--- config.mk ---
export PLATFORM = sky130hd
export DESIGN_NAME = display_scanout
export DESIGN_NICKNAME = d
export VERILOG_FILES = /design/src/rtl/display_scanout.sv
export SDC_FILE = /design/constraint.sdc
export NUM_CORES = 1
export LEC_CHECK = 0
export CORE_MARGIN = 2
export CORE_UTILIZATION = 58
export DETAILED_ROUTE_END_ITERATION = 7
export GPL_ROUTABILITY_DRIVEN = 0
export PLACE_DENSITY = 0.79
export SKIP_LAST_GASP = 1
export SLEW_MARGIN = 10
export SYNTH_ARGS = -nofsm -noshare
export SYNTH_HDL_FRONTEND = slang
export SYNTH_SLANG_ARGS = --single-unit
--- constraint.sdc ---
create_clock -name clk -period 3 [get_ports clk]
set_input_delay 0.75 -clock clk [delete_from_list [all_inputs] [get_ports clk]]
set_output_delay 0.75 -clock clk [all_outputs]
set_load 0.005 [all_outputs]
--- src/rtl/display_scanout.sv ---
// Raster timing generator and framebuffer scan-out: walks the frame, fetches pixels from
// VRAM with incremental addressing, and delays sync/enable to line up with the returned colour.
module display_scanout #(
    parameter int BPP    = 1,
    parameter int HACT   = 640,
    parameter int HFP    = 16,
    parameter int HSW    = 96,
    parameter int HBP    = 48,
    parameter int VACT   = 480,
    parameter int VFP    = 10,
    parameter int VSW    = 2,
    parameter int VBP    = 33,
    parameter bit HSPOL  = 1'b0,
    parameter bit VSPOL  = 1'b0,
    parameter int XSCALE = 1,
    parameter int YSCALE = 1,
    parameter int RDLAT  = 1,
    parameter int AW     = 17
) (
    input  logic             clk,
    input  logic             rst,
    output logic [AW-1:0]    vram_raddr,
    input  logic [3*BPP-1:0] vram_rdata,
    output logic [BPP-1:0]   red,
    output logic [BPP-1:0]   grn,
    output logic [BPP-1:0]   blu,
    output logic             hsync,
    output logic             vsync,
    output logic             active,
    output logic             frame
);

    localparam int HTOT = HACT + HFP + HSW + HBP;
    localparam int VTOT = VACT + VFP + VSW + VBP;
    localparam int L    = RDLAT + 2;
    localparam int HW   = $clog2(HTOT + 1);
    localparam int VW   = $clog2(VTOT + 1);
    localparam int XW   = (XSCALE > 1) ? $clog2(XSCALE) : 1;
    localparam int YW   = (YSCALE > 1) ? $clog2(YSCALE) : 1;
    localparam logic [AW-1:0] LSTEP = AW'(HACT / XSCALE);

    generate
        if (BPP < 1 || BPP > 8) begin : g_bad_bpp
            $error("display_scanout: BPP must be 1..8");
        end
        if (XSCALE != 1 && XSCALE != 2 && XSCALE != 4) begin : g_bad_xscale
            $error("display_scanout: XSCALE must be 1, 2 or 4");
        end
        if (YSCALE != 1 && YSCALE != 2 && YSCALE != 4) begin : g_bad_yscale
            $error("display_scanout: YSCALE must be 1, 2 or 4");
        end
        if (RDLAT < 1 || RDLAT > 3) begin : g_bad_rdlat
            $error("display_scanout: RDLAT must be 1..3");
        end
        if ((HACT % XSCALE) != 0) begin : g_bad_hact
            $error("display_scanout: HACT must be divisible by XSCALE");
        end
    endgenerate

    logic [HW-1:0]    hcnt;
    logic [VW-1:0]    vcnt;
    logic [XW-1:0]    xsub;
    logic [YW-1:0]    ysub;
    logic [AW-1:0]    ptr;
    logic [AW-1:0]    linebase;
    logic [L-1:0]     de_p, hs_p, vs_p, fr_p;
    logic [3*BPP-1:0] rgb_q;

    logic             h_wrap, v_wrap, line_end, x_step;
    logic             de_raw, hs_raw, vs_raw, fr_raw;
    logic [XW-1:0]    xsub_cur;
    logic [AW-1:0]    cur_addr;

    always_comb begin
        h_wrap   = (hcnt == HW'(HTOT - 1));
        v_wrap   = (vcnt == VW'(VTOT - 1));
        de_raw   = (hcnt < HW'(HACT)) && (vcnt < VW'(VACT));
        hs_raw   = (hcnt >= HW'(HACT + HFP)) && (hcnt < HW'(HACT + HFP + HSW));
        vs_raw   = (vcnt >= VW'(VACT + VFP)) && (vcnt < VW'(VACT + VFP + VSW));
        fr_raw   = (hcnt == '0) && (vcnt == VW'(VACT));
        line_end = de_raw && (hcnt == HW'(HACT - 1));
        // First pixel of a line reads linebase directly, so ptr is never needed a cycle early.
        cur_addr = (hcnt == '0) ? linebase : ptr;
        xsub_cur = (hcnt == '0) ? '0 : xsub;
        x_step   = (xsub_cur == XW'(XSCALE - 1));
    end

    always_ff @(posedge clk or posedge rst) begin
        if (rst) begin
            hcnt     <= '0;
            vcnt     <= '0;
            xsub     <= '0;
            ysub     <= '0;
            ptr      <= '0;
            linebase <= '0;
        end else begin
            hcnt <= h_wrap ? '0 : hcnt + 1'b1;
            if (h_wrap) begin
                vcnt <= v_wrap ? '0 : vcnt + 1'b1;
            end
            if (de_raw) begin
                xsub <= x_step ? '0 : xsub_cur + 1'b1;
                ptr  <= x_step ? cur_addr + 1'b1 : cur_addr;
            end else begin
                xsub <= xsub_cur;
                ptr  <= cur_addr;
            end
            if (h_wrap && v_wrap) begin
                ysub     <= '0;
                linebase <= '0;
            end else if (line_end) begin
                if (ysub == YW'(YSCALE - 1)) begin
                    ysub     <= '0;
                    linebase <= linebase + LSTEP;
                end else begin
                    ysub <= ysub + 1'b1;
                end
            end
        end
    end

    // Control bits ride an L-deep shift register; colour is captured one stage before the end.
    always_ff @(posedge clk or posedge rst) begin
        if (rst) begin
            de_p       <= '0;
            hs_p       <= '0;
            vs_p       <= '0;
            fr_p       <= '0;
            vram_raddr <= '0;
            rgb_q      <= '0;
        end else begin
            de_p <= {de_p[L-2:0], de_raw};
            hs_p <= {hs_p[L-2:0], hs_raw};
            vs_p <= {vs_p[L-2:0], vs_raw};
            fr_p <= {fr_p[L-2:0], fr_raw};
            if (de_raw) begin
                vram_raddr <= cur_addr;
            end
            rgb_q <= de_p[L-2] ? vram_rdata : '0;
        end
    end

    assign red    = rgb_q[3*BPP-1:2*BPP];
    assign grn    = rgb_q[2*BPP-1:BPP];
    assign blu    = rgb_q[BPP-1:0];
    assign hsync  = ~(hs_p[L-1] ^ HSPOL);
    assign vsync  = ~(vs_p[L-1] ^ VSPOL);
    assign active = de_p[L-1];
    assign frame  = fr_p[L-1];

endmodule

## Word level (Yosys, flattened, before mapping)

Cells that the tools add are included.

- Register bits after elaboration: 88
- Bits in latches: 0
- Bits in writable memories: 0
- Bits in read-only memories: 0
- Input port bits: 5
- Output and inout port bits: 24
- Word-level logic and storage cells: 55
- Memories kept: 0

- $add $sub $neg: 6
- Multiply operators: 0
- Divide/modulo/power cells: 0
- $lt $le $gt $ge: 6
- Eq/ne operators: 5
- Shift-type cells: 0
- Mux-type cells: 15
- Bitwise operators: 2
- Reductions and logical operators: 9

Operators by type and width:

| kind | count |
|---|---|
| two-way mux 17 bit | 6 |
| equality test 10 bit (second input constant) | 3 |
| adder 10 x 1 -> 10 bit (second input constant) | 2 |
| < comparator 10 bit (second input constant) | 2 |
| < comparator 10 x 9 -> 1 bit (second input constant) | 2 |
| two-way mux 10 bit | 2 |
| adder 17 x 1 -> 17 bit (second input constant) | 1 |
| adder 17 x 10 -> 17 bit (second input constant) | 1 |
| equality test 10 x 9 -> 1 bit (second input constant) | 1 |
| >= comparator 10 bit (second input constant) | 1 |
| >= comparator 10 x 9 -> 1 bit (second input constant) | 1 |
| zero test 10 bit | 1 |
| logical AND 1 bit | 6 |
| two-way mux 1 bit | 6 |
| two-way mux 3 bit | 1 |
| adder 1 bit (second input constant) | 2 |
| != test 2 x 1 -> 1 bit (second input constant) | 1 |
| NOT 1 bit | 2 |
| AND reduction 2 bit | 1 |
| nonzero test 2 bit | 1 |

## Logic depth before layout (Yosys ltp)

Gate-level depths: netlist of run 1.

- Depth in word-level cells: 5
- Gate-level depth with buffers: 10
- Depth with buffers taken out: 10

## Least setup slack after synthesis of run 1

No wires, ideal clock.

- Kind: flip-flop to flip-flop
- From: reg hcnt[0]
- To: reg ptr[14]
- Library setup time: 80 ps
- Data arrival time: 2060 ps
- Data required time: 2920 ps
- Path slack: 860 ps
- Stages on the path, launching flop included: 11
- Path buffers: 0
- Period minus slack after synthesis: 2140 ps
- Cell sequence: dfrtp_1 > inv_1 > ha_1 > nor4b_1 > nand3_1 > and2_1 > ha_1 > nand2_1 > or4_1 > nor4_1 > xnor2_1

- Longest elaborated chain between the ends: 5
- Elaborated cells between the ends (all ways): 8
- Classes of those cells: add/sub: 1; order compare: 1; mux: 4; reduce/logical: 2

RTL lines:

| what | RTL line | text |
|---|---|---|
| start: declaration | 60 | `logic [HW-1:0] hcnt;` |
| start signal: assignment | 97 | `hcnt <= h_wrap ? '0 : hcnt + 1'b1;` |
| zero test 10 bit | 83 | `cur_addr = (hcnt == '0) ? linebase : ptr;` |
| two-way mux 17 bit | 83 |  |
| named net cur_addr[1] | 72 | `logic [AW-1:0] cur_addr;` |
| adder 17 x 1 -> 17 bit | 103 | `ptr <= x_step ? cur_addr + 1'b1 : cur_addr;` |
| two-way mux 17 bit | 103 |  |
| two-way mux 17 bit | 101 | `if (de_raw) begin` |
| end signal: assignment | 103 |  |
| end signal: assignment | 106 | `ptr <= cur_addr;` |
| end: declaration | 64 | `logic [AW-1:0] ptr;` |

The timed path passes the listed nets, and every way through them passes these cells.
A chain may end at the register's enable or synchronous reset.

## Worst setup path in the final report of run 1

- From: reg hcnt[1]
- To: reg ptr[14]

Same word-level chain as after synthesis.

==> results of run 1 <==
==> synthesized netlist by cell type, drive strengths merged, types with 2 or more instances <==
library cell   n  area [um2]
dfrtp         80        2000
nand2         34         128
nor2          28         105
o21ai         22         110
nand3         20         100
a21oi         13        65.1
clkbuf        13        48.8
inv           13        48.8
a31oi         12        75.1
or4           12        93.8
nand4         10        62.6
and3           9        56.3
or3            8        51.3
xor2           8        70.1
nor3           7        35.0
o31ai          7        52.6
xnor2          7        61.3
and2           6        37.5
ha             6        75.1
o211ai         6        45.0
a22o           5        43.8
buf            5        30.0
mux2i          5        50.1
mux2           3        33.8
nor4           3        18.8
and4           2        17.5
and4b          2        20.0
nand3b         2        15.0
nor4b          2        17.5
or2            2        12.5
==> stage by stage <==
step | hold slack [ps] | instances
5_1_grt | 365 | 472
6_report | 355 | 472
3_3_place_gp | 333 | 457
4_1_cts | 355 | 472
3_5_place_dp | 335 | 457
2_1_floorplan | 331 | 363
==> area by class of cell <==
class | count | area (um2) | share of cell area
multi-input combinational | 252 | 1550 | 0.362
sequential | 80 | 2000 | 0.468
tap | 77 | 96.3 | 0.0225
clock buffer | 13 | 179 | 0.0418
inverter | 13 | 50.0 | 0.0117
timing repair buffer | 35 | 345 | 0.0807
clock inverter | 2 | 60.1 | 0.0140
==> layer usage <==
metal  up-vias  global-route usage  wire length (um)
met5         -                   0                 0
met4         0              0.0909               129
met3        12              0.0465               335
met2        68               0.353              3600
met1      1372               0.302              3400
li1       1368                   -                 -
==> how the worst max path moves through the flow <==
stage / from / end / slack [ps] / depth (start not counted)
after floorplan: rst / de_p[0]$_DFF_PP0_ / 200 / 1
after global placement: hcnt[0]$_DFF_PP0_ / ptr[14]$_DFF_PP0_ / 740 / 10
after detailed placement: hcnt[0]$_DFF_PP0_ / ptr[14]$_DFF_PP0_ / 650 / 10
after CTS: hcnt[1]$_DFF_PP0_ / ptr[14]$_DFF_PP0_ / 630 / 10
after global routing: hcnt[0]$_DFF_PP0_ / ptr[14]$_DFF_PP0_ / 420 / 10
final: hcnt[1]$_DFF_PP0_ / ptr[14]$_DFF_PP0_ / 590 / 10
==> worst register-to-register path: stages, from the launching register on <==
cell and delay [ps]:
dfrtp_1 410, inv_1 70, ha_1 170, nor4b_1 140
nand3_1 120, and2_1 180, ha_1 220, nand2_1 120
or4_1 450, nor4_1 260, xnor2_1 170
==> kinds of logic (layout without fill, tap and decap cells) <==
kind of cell             Yosys count  count (layout)  synth area share
AO/OA/AOI/OAI                     73              73             0.126
XOR/XNOR                          15              15            0.0357
adder cells (fa/ha/maj)            6               6            0.0204
AND/OR/NAND/NOR                  150             150             0.216
flip-flops                        80              80             0.544
multiplexers                       8               8            0.0228
buffers and inverters             31              63            0.0347
==> power by group <==
group | switching, mW | total [mW] | internal, mW | leakage [nW]
clock | 0.377 | 0.933 | 0.555 | 0.122
combinational | 0.0224 | 0.0350 | 0.0125 | 0.689
sequential | 0.000450 | 1.08 | 1.08 | 1.06
==> registers in the layout, indices dropped and copies added, names as in the netlist <==
register / flops
vcnt: 10
hcnt: 10
de_p: 3
vs_p: 3
vram_raddr: 17
hs_p: 3
linebase: 10
ptr: 17
fr_p: 3
rgb_q: 3
xsub: 1
==> out/qor.yml, run 1 <==
status:
  status: "complete, no violations"
cts:
  cts_resized: 0
  clock_path_buffers: 2
  clock_latency_ps: 350
  clkTransAtPathRegs_ps: 80
  cts_hold_buf: 0
  numCtsBuffers: 9
  h-tree-depth: 3
  cts_root_buffer: "clkbuf_8"
  cts_setup_buffers: 0
  cts_sinks: 80
  cts_tree: "yes"
grt:
  antenna_found_initial: 0
  grt_use_total: 0.223
  grt_pass1_wl_um: 12500
  grt_max_degree: 39
  grt-ovfl-total: 0
  grt_pass1_vias: 2648
sta:
  tightest_slew_ps: 524
  setup_tns_ps: 0
  finalMaxSlewViolations: 0
  rsz0062_at_grt: "false"
  post-route-min-period_ps: 2410
  finalClockSkew_ps: 5.73
  fin_ws_ps: 592
  max_freq_mhz: 415
  hold_viol: 0
  fin_crit_sh: 0.803
  slew_headroom: 0.650
  setup_violations: 0
setup_path:
  crit_buf_inv: 1
  rrSetupSlack_ps: 590
  arrival_ps: 2680
  worstRegToRegCells: 10
  r2r-end: "ptr[14]$_DFF_PP0_"
  critPathMostFrequentCell: "ha_1"
  critical-path-top-delay-family: "simple AND/OR/NAND/NOR gates"
  cp.required_ps: 3270
  critPathKind: "flip-flop to flip-flop"
  critical-path-slowest-cell: "or4_1"
  path_cells: "inv_1 -> ha_1 -> nor4b_1 -> nand3_1 -> and2_1 -> ha_1 -> nand2_1 -> or4_1 -> nor4_1 -> xnor2_1"
  rr_startpoint: "hcnt[1]$_DFF_PP0_"
  end_kind: "flip-flop"
  crit_fanout: 5
  start_kind: "flip-flop"
  critPathMaxStageDelay_ps: 450
power_and_ir_drop:
  vdd_drop_max_mv: 0.344
  finalPower_mw: 2.05
  power.density_nw_per_um2: 478
  power_leakage_nw: 1.87
placement:
  pre_cts_ws_ps: 654
  placed_cell_area_um2: 4040
  hpwl_um: 5110
  port_buffers: 28
synth:
  yosys_most_used_dff: "dfrtp_1"
  synth_edf_count: 0
  synth_nets: 374
  synth.ff_latch_count: 80
  yosys_warnings: 0
  synthCells: 363
  ys_types: 45
  postSynthAreaPerCell_um2: 10.1
  ys_seq_area_frac: 0.544
  syn_area_um2: 3680
  synth-async-reset-ratio: 1.00
die:
  dieArea_um2: 6990
  die_w_um: 83.6
  floorplan.initialDensity: 0.589
  rows: 29
  pin_count: 29
  die_h_um: 83.6
  core_um2: 6240
layout:
  layout_commonest_cell: "dfrtp_1"
  fillers: 489
  final_core_util: 0.686
  final_nets: 402
  stdcell_area_um2: 4280
  diodes: 0
  drive_gt1_frac: 0.0785
  area_growth_pct: 16.4
  final_cell_mix: "dfrtp_1 (80), nand2_1 (34), nor2_1 (28), clkdlybuf4s50_1 (28), o21ai_0 (22)"
drt:
  via_per_inst: 5.97
  first_iter_violations: 187
  wl_per_cell_um: 15.8
  first_pass_iters: 4
  vias: 2820
  ant_nets: 0
  routed_wl_um: 7470
  drcViolationCount: 0
hold_path:
  hold_depth: 0
  hp-start: "fr_p[1]$_DFF_PP0_"
  hp-class: "flip-flop to flip-flop"
  min_to: "fr_p[2]$_DFF_PP0_"
job:
  max_cap_violations: 0
(Power assumes the default switching activity.)
==> run 2: changes to the inputs <==
Settings changed: CORE_UTILIZATION 58 to 52, PLACE_DENSITY 0.79 to 0.75.
Clock period 3 ns to 1.9 ns, I/O delays scaled along.
==> out/qor.yml, run 2 (same netlist as run 1, synthesis figures left out) <==
status:
  status: "complete, but fails checks"
  violations: "setup timing"
die:
  rows: 30
  pin_count: 29
  core_um2: 6830
  die_w_um: 88.1
  dieArea_um2: 7760
  floorplan.initialDensity: 0.538
  die_h_um: 88.1
job:
  max_cap_violations: 0
setup_path:
  end_kind: "flip-flop"
  cp.required_ps: 2170
  arrival_ps: 2290
  critPathKind: "flip-flop to flip-flop"
  start_kind: "flip-flop"
  worstRegToRegCells: 10
  crit_fanout: 3
cts:
  h-tree-depth: 3
  clkTransAtPathRegs_ps: 90
  cts_root_buffer: "clkbuf_8"
  cts_tree: "yes"
  cts_hold_buf: 0
  clock_path_buffers: 2
  cts_sinks: 80
  clock_latency_ps: 350
  numCtsBuffers: 9
drt:
  drcViolationCount: 0
  via_per_inst: 5.62
  first_iter_violations: 167
  vias: 3097
  first_pass_iters: 4
  wl_per_cell_um: 15.2
  routed_wl_um: 8380
  ant_nets: 0
placement:
  hpwl_um: 5740
  pre_cts_ws_ps: -218
  placed_cells: 524
  port_buffers: 28
power_and_ir_drop:
  combPwrFrac: 0.019
  power_leakage_nw: 2.17
  p_sw_mw: 0.678
  power.density_nw_per_um2: 590
  switching_share: 0.235
  vdd_drop_max_mv: 0.328
  p_int_mw: 2.20
  pwr-share-seq: 0.592
  p_clk_frac: 0.389
grt:
  grt_use_total: 0.229
  grt_pass1_vias: 3006
  grt-ovfl-total: 0
  antenna_found_initial: 0
  grt_pass1_wl_um: 13800
  grt_max_degree: 81
layout:
  layout_commonest_cell: "dfrtp_1"
  fillers: 529
  diodes: 0
  final_cell_mix: "dfrtp_1 (80), buf_4 (63), nand2_1 (33), clkdlybuf4s50_1 (28), nor2_1 (27)"
  top_regs: "ptr x17, vram_raddr x17"
  drive_gt1_frac: 0.264
  final_nets: 461
  area_growth_pct: 32.6
  layout.cells.non_filler: 551
sta:
  rsz0062_at_grt: "true"
  hold_viol: 0
  fin_crit_sh: 1.06
  finalClockSkew_ps: 8.08
  fin_ws_ps: -116
  post-route-min-period_ps: 2020
  tightest_slew_ps: 419
  max_freq_mhz: 496
  finalMaxSlewViolations: 0
  setup_violations: 5
  slew_headroom: 0.721
hold_path:
  hp-class: "flip-flop to flip-flop"
  hold_depth: 0
## run 2: cell types whose count changed in the layout (fill, tap and decap cells not counted), sizes merged
cell,previous run,this run
clkbuf,13,10
bufinv,2,0
inv,12,13
clkinv,1,2
clkinvlp,0,4
buf,7,66
## run 2: per-layer routing
metal  global-route usage  up-vias  part of all wire
met5                    0        -                 0
met4               0.0840        0             0.013
met3               0.0386       11             0.044
met2                0.382       90              0.50
met1                0.303     1507              0.45
li1                     -     1489                 -
## run 2: worst paths after layout
check                                  start                        end  slack (ps)
max                        hcnt[0]$_DFF_PP0_           ptr[8]$_DFF_PP0_        -120
min                        fr_p[0]$_DFF_PP0_          fr_p[1]$_DFF_PP0_         350
max reg2reg                hcnt[0]$_DFF_PP0_           ptr[8]$_DFF_PP0_        -120
min reg2reg                fr_p[0]$_DFF_PP0_          fr_p[1]$_DFF_PP0_         350
max in group asynchronous                rst  vram_raddr[0]$_DFFE_PP0P_         990
min in group asynchronous                rst          de_p[0]$_DFF_PP0_         580
## run 2: cell type report
type | count | area [um2] | share of cell area
Multi-Input combinational cell | 252 | 1730 | 0.355
Inverter | 13 | 52.6 | 0.0108
Clock inverter | 6 | 45.0 | 0.00924
Clock buffer | 10 | 128 | 0.0262
Timing Repair Buffer | 94 | 796 | 0.163
Sequential cell | 80 | 2000 | 0.411
Tap cell | 96 | 120 | 0.0246
## run 2: through the flow
step | hold WS, ps | util | setup TNS, ps | cell area [um2] | total power [mW]
2_1_floorplan | 331 | - | -374 | 3760 | 1.77
3_3_place_gp | 331 | 0.658 | -990 | 4500 | 1.79
3_5_place_dp | 335 | 0.658 | -1680 | 4500 | 1.80
4_1_cts | 353 | 0.699 | -441 | 4770 | 2.90
5_1_grt | 356 | 0.714 | -1270 | 4880 | 3.00
6_report | 352 | 0.714 | -387 | 4880 | 2.88
## run 2: worst max-delay path, cell delays in order, from the launching register on
cell and delay [ps]:
dfrtp_1 350, inv_1 50, ha_2 170, nor4b_4 130
nand3_2 90, and2_4 160, ha_4 150, nand3_1 110
or2_4 250, or4_1 390, o211ai_1 100
## run 2: power by group through the flow
stage                     combinational (mW)  clock [mW]  sequential (mW)
after floorplan                       0.0274           0             1.74
after global placement                0.0563           0             1.74
after detailed placement              0.0569           0             1.74
after CTS                             0.0570        1.14             1.70
after global routing                  0.0631        1.23             1.71
final                                 0.0546        1.12             1.70
## run 2: what timing repair did
item                       CTS  global route
pin swaps                   10            11
resized for setup            8            21
setup endpoints to repair   21            35
buffers inserted             9             3
